===== src/rtl/fft_frame_sequencer.sv =====
// fft_frame_sequencer: loads bit-reversed samples, starts and watches the FFT core, then drains results in order
module fft_frame_sequencer #(
  parameter int N = 16,
  parameter int SIZE = 4,
  parameter int TIMEOUT = 1024
) (
  input  logic            clk,
  input  logic            rst_n,
  input  logic            start,
  input  logic            cont,
  input  logic            abort,
  input  logic            in_valid,
  output logic            in_ready,
  output logic            wr_en,
  output logic [SIZE-1:0] wr_addr,
  output logic            fft_start,
  input  logic            fft_done,
  output logic            rd_en,
  output logic [SIZE-1:0] rd_addr,
  output logic            out_valid,
  input  logic            out_ready,
  output logic            busy,
  output logic            frame_done,
  output logic [7:0]      frame_cnt,
  output logic            timeout_err
);
  localparam int TW = $clog2(TIMEOUT) + 1;
  typedef enum logic [2:0] {IDLE, LOAD, START, RUN, DRAIN} state_t;
  state_t state_q, state_d;
  logic [SIZE-1:0] cnt_q, cnt_d;
  logic [SIZE:0] issued_q, issued_d, acc_q, acc_d;
  logic [TW-1:0] tmo_q, tmo_d;
  logic out_valid_q, out_valid_d, frame_done_q, frame_done_d, timeout_err_q, timeout_err_d;
  logic [7:0] frame_cnt_q, frame_cnt_d;
  logic accept, last;
  for (genvar i = 0; i < SIZE; i++) begin : g_rev
    assign wr_addr[i] = cnt_q[SIZE-1-i];
  end
  assign in_ready = state_q == LOAD;
  assign wr_en = in_ready && in_valid && !abort;
  assign fft_start = state_q == START;
  assign rd_en = state_q == DRAIN && issued_q < (SIZE+1)'(N) && (!out_valid_q || out_ready) && !abort;
  assign rd_addr = issued_q[SIZE-1:0];
  assign out_valid = out_valid_q;
  assign busy = state_q != IDLE;
  assign frame_done = frame_done_q;
  assign frame_cnt = frame_cnt_q;
  assign timeout_err = timeout_err_q;
  assign accept = out_valid_q && out_ready;
  assign last = state_q == DRAIN && accept && acc_q == (SIZE+1)'(N - 1);
  always_comb begin
    state_d = state_q;
    cnt_d = wr_en ? cnt_q + SIZE'(1) : cnt_q;
    issued_d = rd_en ? issued_q + (SIZE+1)'(1) : issued_q;
    acc_d = accept ? acc_q + (SIZE+1)'(1) : acc_q;
    tmo_d = state_q == RUN ? tmo_q + TW'(1) : '0;
    out_valid_d = rd_en || (out_valid_q && !out_ready);
    frame_done_d = last;
    frame_cnt_d = frame_cnt_q + 8'(last);
    timeout_err_d = timeout_err_q;
    if (state_q == IDLE && start) state_d = LOAD;
    if (wr_en && cnt_q == SIZE'(N - 1)) state_d = START;
    if (state_q == START) state_d = RUN;
    if (state_q == RUN && fft_done) state_d = DRAIN;
    if (state_q == RUN && !fft_done && tmo_q == TW'(TIMEOUT - 1)) begin
      state_d = IDLE;
      timeout_err_d = 1'b1;
    end
    if (last) begin
      state_d = cont ? LOAD : IDLE;
      issued_d = '0;
      acc_d = '0;
      out_valid_d = 1'b0;
    end
    if (abort) begin
      state_d = IDLE;
      cnt_d = '0;
      issued_d = '0;
      acc_d = '0;
      tmo_d = '0;
      out_valid_d = 1'b0;
      frame_done_d = 1'b0;
      frame_cnt_d = frame_cnt_q;
    end
  end
  always_ff @(posedge clk) begin
    if (!rst_n) begin
      state_q <= IDLE;
      cnt_q <= '0;
      issued_q <= '0;
      acc_q <= '0;
      tmo_q <= '0;
      out_valid_q <= 1'b0;
      frame_done_q <= 1'b0;
      frame_cnt_q <= '0;
      timeout_err_q <= 1'b0;
    end else begin
      state_q <= state_d;
      cnt_q <= cnt_d;
      issued_q <= issued_d;
      acc_q <= acc_d;
      tmo_q <= tmo_d;
      out_valid_q <= out_valid_d;
      frame_done_q <= frame_done_d;
      frame_cnt_q <= frame_cnt_d;
      timeout_err_q <= timeout_err_d;
    end
  end
endmodule

===== config.mk =====
export PLATFORM = sky130hd
export DESIGN_NAME = fft_frame_sequencer
export DESIGN_NICKNAME = d
export VERILOG_FILES = /design/src/rtl/fft_frame_sequencer.sv
export SDC_FILE = /design/constraint.sdc
export NUM_CORES = 1
export LEC_CHECK = 0
export BUFFER_PORTS_ARGS = -buffer_cell sky130_fd_sc_hd__buf_4
export CAP_MARGIN = 20
export CORE_MARGIN = 4
export CORE_UTILIZATION = 50
export CTS_BUF_LIST = sky130_fd_sc_hd__clkbuf_8
export DETAILED_ROUTE_END_ITERATION = 6
export PLACE_DENSITY = 0.84
export SLEW_MARGIN = 20
export SYNTH_ARGS = -nofsm -noshare
export SYNTH_HDL_FRONTEND = slang
export SYNTH_SLANG_ARGS = --single-unit

===== constraint.sdc =====
create_clock -name clk -period 4.26 [get_ports clk]
set_clock_uncertainty 0.1 [all_clocks]
set_input_delay 0.639 -clock clk [delete_from_list [all_inputs] [get_ports clk]]
set_output_delay 0.639 -clock clk [all_outputs]
set_load 0.02 [all_outputs]

# Yosys cells after proc, flatten, opt, wreduce, memory -nomap -nowiden
# Cells that the tools add are included.
word_totals:
  reg_bits: 39
  input_bits: 8
  out_inout_bits: 24
classes:
  n_eq_ne: 7
  n_bitwise: 2
  n_reduce_logical: 26
  muxes: 7
  add_sub_neg: 5
  magnitude_cmp: 1
op_table:
  columns: ["operator", "count"]
  rows:
  - ["3-bit 2-to-1 mux", 6]
  - ["1-bit logical AND", 14]
  - ["11-bit by 1-bit adder with 11-bit output (second input constant)", 1]
  - ["11-bit by 10-bit == test with 1-bit output (second input constant)", 1]
  - ["5-bit by 1-bit adder with 5-bit output (second input constant)", 2]
  - ["8-bit by 1-bit adder with 8-bit output", 1]
  - ["3-bit by 2-bit == test with 1-bit output (second input constant)", 2]
  - ["6-bit nonzero test", 1]
  - ["3-bit OR reduction", 2]
  - ["5-bit by 4-bit == test with 1-bit output (second input constant)", 1]
  - ["5-bit less-than comparator (second input constant)", 1]
  - ["4-bit by 1-bit adder with 4-bit output (second input constant)", 1]
  - ["4-bit == test (second input constant)", 1]
  - ["1-bit logical NOT", 4]
  - ["3-bit by 1-bit == test with 1-bit output (second input constant)", 1]
  - ["3-bit == test (second input constant)", 1]
  - ["3-bit logical NOT", 1]
  - ["3-bit nonzero test", 1]
  - ["1-bit logical OR", 2]
  - ["1-bit NOT", 2]
  - ["2-bit OR reduction", 1]
  - ["1-bit 2-to-1 mux", 1]

# Longest topological paths before layout
logic_depth:
  ltp_word: 9
  depth_mapped: 10
  depth_no_buf: 10

# Least setup slack after synthesis
# OpenSTA, ideal clock, no wires.
synth_timing:
  kind: "input port to flip-flop"
  startpoint: "in out_ready"
  endpoint: "reg frame_cnt_q[5], in the netlist frame_cnt[5]"
  t_arrival_ns: 1.969
  setup_slack_ns: 2.076
  setup_time_ns: 0.115
  cell_stages: 9
  n_path_buf: 1
  t_required_ns: 4.045
  path_cell_list: "and2_1 clkbuf_1 nand3_1 inv_1 ha_1 and4b_1 nand3_1 xnor2_1 and2_1"
synth_between:
  elab_chain_len: 4
synth_lines:
  columns: ["item", "line", "text"]
  rows:
  - ["start: declaration", "21", "input logic out_ready,"]
  - ["1-bit logical AND", "49", "assign accept = out_valid_q && out_ready;"]
  - ["1-bit logical AND (2 in series)", "50", "assign last = state_q == DRAIN && accept && acc_q == (SIZE+1)'(N - 1);"]
  - ["net last", "35", "logic accept, last;"]
  - ["8-bit by 1-bit adder with 8-bit output", "59", "frame_cnt_d = frame_cnt_q + 8'(last);"]
  - ["end signal: assignment", "105", "frame_cnt_q <= frame_cnt_d;"]
  - ["end: declaration", "34", "logic [7:0] frame_cnt_q, frame_cnt_d;"]
# The timed path passes the listed nets, and every way through them passes these cells.
# A chain may end at the register's enable or synchronous reset.

# Worst setup path after layout
layout_timing:
  startpoint: "in abort"
  endpoint: "out wr_en"
layout_between:
  elab_chain_len: 2
layout_lines:
  columns: ["item", "line", "text"]
  rows:
  - ["start: declaration", "11", "input logic abort,"]
  - ["1-bit logical NOT", "40", "assign wr_en = in_ready && in_valid && !abort;"]
  - ["1-bit logical AND", "40", null]
  - ["end: declaration", "14", "output logic wr_en,"]
# No other way between the ends.

==> flow_metrics.py <==
metrics = {
    "finish": {
        "n_fill_cell": 292,
        "nets": 228,
        "area_growth_syn_to_layout_pct": 18.84,
        "multi_input_area_sq_um": 919.6,
        "seq_area_sq_um": 780.7,
        "n_antenna_cell": 0,
        "layout-drive-gt1-share_pct": 22.90,
        "fin_cells": 260,
    },
    "cts": {
        "numCtsBuffers": 5,
        "root_buffer": "clkbuf_8",
        "cts_hold_buf": 0,
        "clock-sinks": 39,
        "cts_setup_buffers": 0,
        "cts_buffer_depth": 2,
        "clock_latency_ns": 0.29,
        "htreeDepth": 2,
        "post_cts_resized": 0,
        "clkTransAtPathRegs_ns": 0.07,
        "tritoncts": "yes",
    },
    "worst_setup_path": {
        "crit_path_end_kind": "output pin",
        "crit_path_end": "wr_en",
        "rr_startpoint": "acc_q[0]",
        "crit_fanout": 9,
        "r2r_slack_ns": 2.15,
        "required_ns": 3.52,
        "crit_start": "abort",
        "crit_path_start_kind": "input pin",
        "criticalPathCategory": "in -> out",
        "worst_r2r_endpoint": "frame_cnt[5]",
        "worstPathArrival_ns": 1.66,
        "r2r_cells": 10,
    },
    "timing": {
        "hold_viol_final": 0,
        "rsz0062_at_grt": "false",
        "max_freq_mhz": 416.5,
        "setup_viol": 0,
        "drv_slew": 0,
        "max-slew-margin-rel_pct": 74.50,
        "fin_crit_sh_pct": 56.36,
        "setup_tns_ns": 0,
        "worst_slew_pin_slew_ns": 0.3825,
        "fin_ws_ns": 1.859,
        "min_period_ns": 2.401,
    },
    "detailed_routing": {
        "wl_per_cell_microns": 13.06,
        "vias_per_cell": 5.069,
        "firstDrtPassIters": 4,
        "wirelength_microns": 3396,
        "postRouteAntennaNets": 0,
        "num_vias": 1318,
        "drc_errors": 0,
        "drt_iter0_drc": 59,
    },
    "floorplanning": {
        "core_area_sq_um": 3416,
        "ios": 32,
        "die_w_microns": 68.11,
        "die_area_sq_um": 4639,
        "die_h_microns": 68.11,
        "start_util_pct": 52.89,
        "core.rowCount": 21,
    },
    "global_routing": {
        "antenna_found_initial": 0,
        "overflow": 0,
        "grt_max_degree": 13,
        "grt_usage_pct": 16.84,
        "grt_pass1_vias": 1291,
        "grt_pass1_wl_microns": 5733,
    },
    "synthesis": {
        "ys_ff_latch": 39,
        "synth.distinct_cells": 45,
        "netlist_instances": 185,
        "synth_area_sq_um": 1807,
        "yosysSeqAreaShare_pct": 43.21,
        "synth_flop_cell": "dfxtp_1",
        "async_reset_ff_share_pct": 0,
        "syn_nets": 200,
        "synth-edff-count": 0,
        "yosys_warnings": 0,
        "synth.avg_cell_area_sq_um": 9.766,
    },
    "power": {
        "p_sw_share_pct": 18.95,
        "seqPwrFrac_pct": 48.9,
        "ir_worst_vdd_v": 0.0002759,
        "power.net_switching_mw": 0.1419,
        "p_per_area_nw_per_um2": 348.7,
        "p_clk_share_pct": 48.3,
        "combPwrFrac_pct": 2.9,
        "p_int_mw": 0.6068,
        "p_leak_nw": 0.9080,
    },
    "place": {
        "dp.cells": 252,
        "io_buffers": 31,
        "dp_hpwl_microns": 2370,
        "preCtsSetupSlack_ns": 1.853,
        "routabilityCongestion": 0.7222,
    },
    "min_path": {
        "min_path_type": "reg -> reg",
        "hp-start": "tmo_q[0]",
    },
    "status": {
        "status": "completed",
    },
    "job": {
        "drv_cap": 0,
    },
}
## power by group through the flow
stage                     Clock [mW]  Combinational, mW  Sequential [mW]
after global routing           0.382             0.0232            0.366
after floorplan                    0             0.0145            0.374
after CTS                      0.365             0.0217            0.366
final                          0.361             0.0214            0.366
after global placement             0             0.0212            0.374
after detailed placement           0             0.0214            0.374
## layout make-up
cell class	instances	area share, %
flip-flops and latches	39	36.36
clock buffers	5	3.205
repair buffers	31	10.84
well taps	46	2.681
inverters	6	1.107
clock inverters	3	2.972
multi-input cells	130	42.83
## cells in the final DEF, fill, tap and decap left out, types with 2 or more instances in the layout
master,count
bufinv_16,2
and3_1,5
nor2_1,26
inv_1,6
and2_1,10
xor2_1,10
nand3_1,7
or3_1,2
nand2b_1,3
mux2i_1,4
buf_4,31
a21oi_1,4
dfxtp_1,39
xnor2_1,11
o21ai_0,2
nand4b_1,2
ha_1,7
nor2b_1,2
nand4_1,4
clkbuf_8,5
nand2_1,7
o21a_1,2
## synth_stat cells (all sizes together), types with 3 or more instances
| cell | instances | share of area, % |
|---|---|---|
| xor2 | 10 | 4.8 |
| nor2 | 26 | 5.4 |
| buf | 8 | 4.2 |
| nand2 | 7 | 1.5 |
| nand3 | 8 | 2.5 |
| nand2b | 3 | 1.0 |
| mux2i | 4 | 2.2 |
| nand4 | 6 | 3.3 |
| ha | 7 | 4.8 |
| or3 | 3 | 1.1 |
| a21oi | 4 | 1.1 |
| and2 | 10 | 3.5 |
| xnor2 | 11 | 5.3 |
| and3 | 5 | 1.7 |
| dfxtp | 39 | 43 |
| inv | 5 | 1.0 |
## stage by stage
step	utilization, %	cell area (sq um)	total power, mW	hold WS [ns]
2_1_floorplan	-	1807	0.3887	0.3261
5_1_grt	62.86	2147	0.7706	0.4125
6_report	62.86	2147	0.7487	0.3778
3_3_place_gp	58.97	2014	0.3955	0.3395
3_5_place_dp	58.97	2014	0.3958	0.3740
4_1_cts	62.86	2147	0.7528	0.3904
## logic make-up after synthesis
kind of cell	Yosys count	synth area share (%)
compound gates	16	6.303
xor+xnor	21	10.18
fa+ha+maj	7	4.847
buf+inv	16	5.886
flops	39	43.21
mux	5	3.047
simple gates	81	26.52
## sequential cells by signal, summed over array words and instances (netlist names)
register     cells
tmo_q           11
frame_done       1
cnt_q            4
issued_q         5
acc_q            5
state_q          3
timeout_err      1
out_valid        1
frame_cnt        8
## metal layers
layer	part of all wire (%)	GRT usage, %
met1	44	19.88
met2	48	27.08
met3	4.9	4.926
met4	2.9	9.677
met5	0	0
## worst max-delay path, stage by stage
cell and delay, ns:
buf_4 0.15, nor4b_2 0.35, and2_1 0.33, buf_4 0.20
## worst min path at each step
stage,end,slack (ns),cells past startpoint
2_1_floorplan,tmo_q[0],0.33,1
3_3_place_gp,tmo_q[0],0.34,1
3_5_place_dp,tmo_q[0],0.37,1
4_1_cts,tmo_q[0],0.39,1
5_1_grt,tmo_q[0],0.41,1
6_report,tmo_q[0],0.38,1
Power figures use the tool's default switching activity.
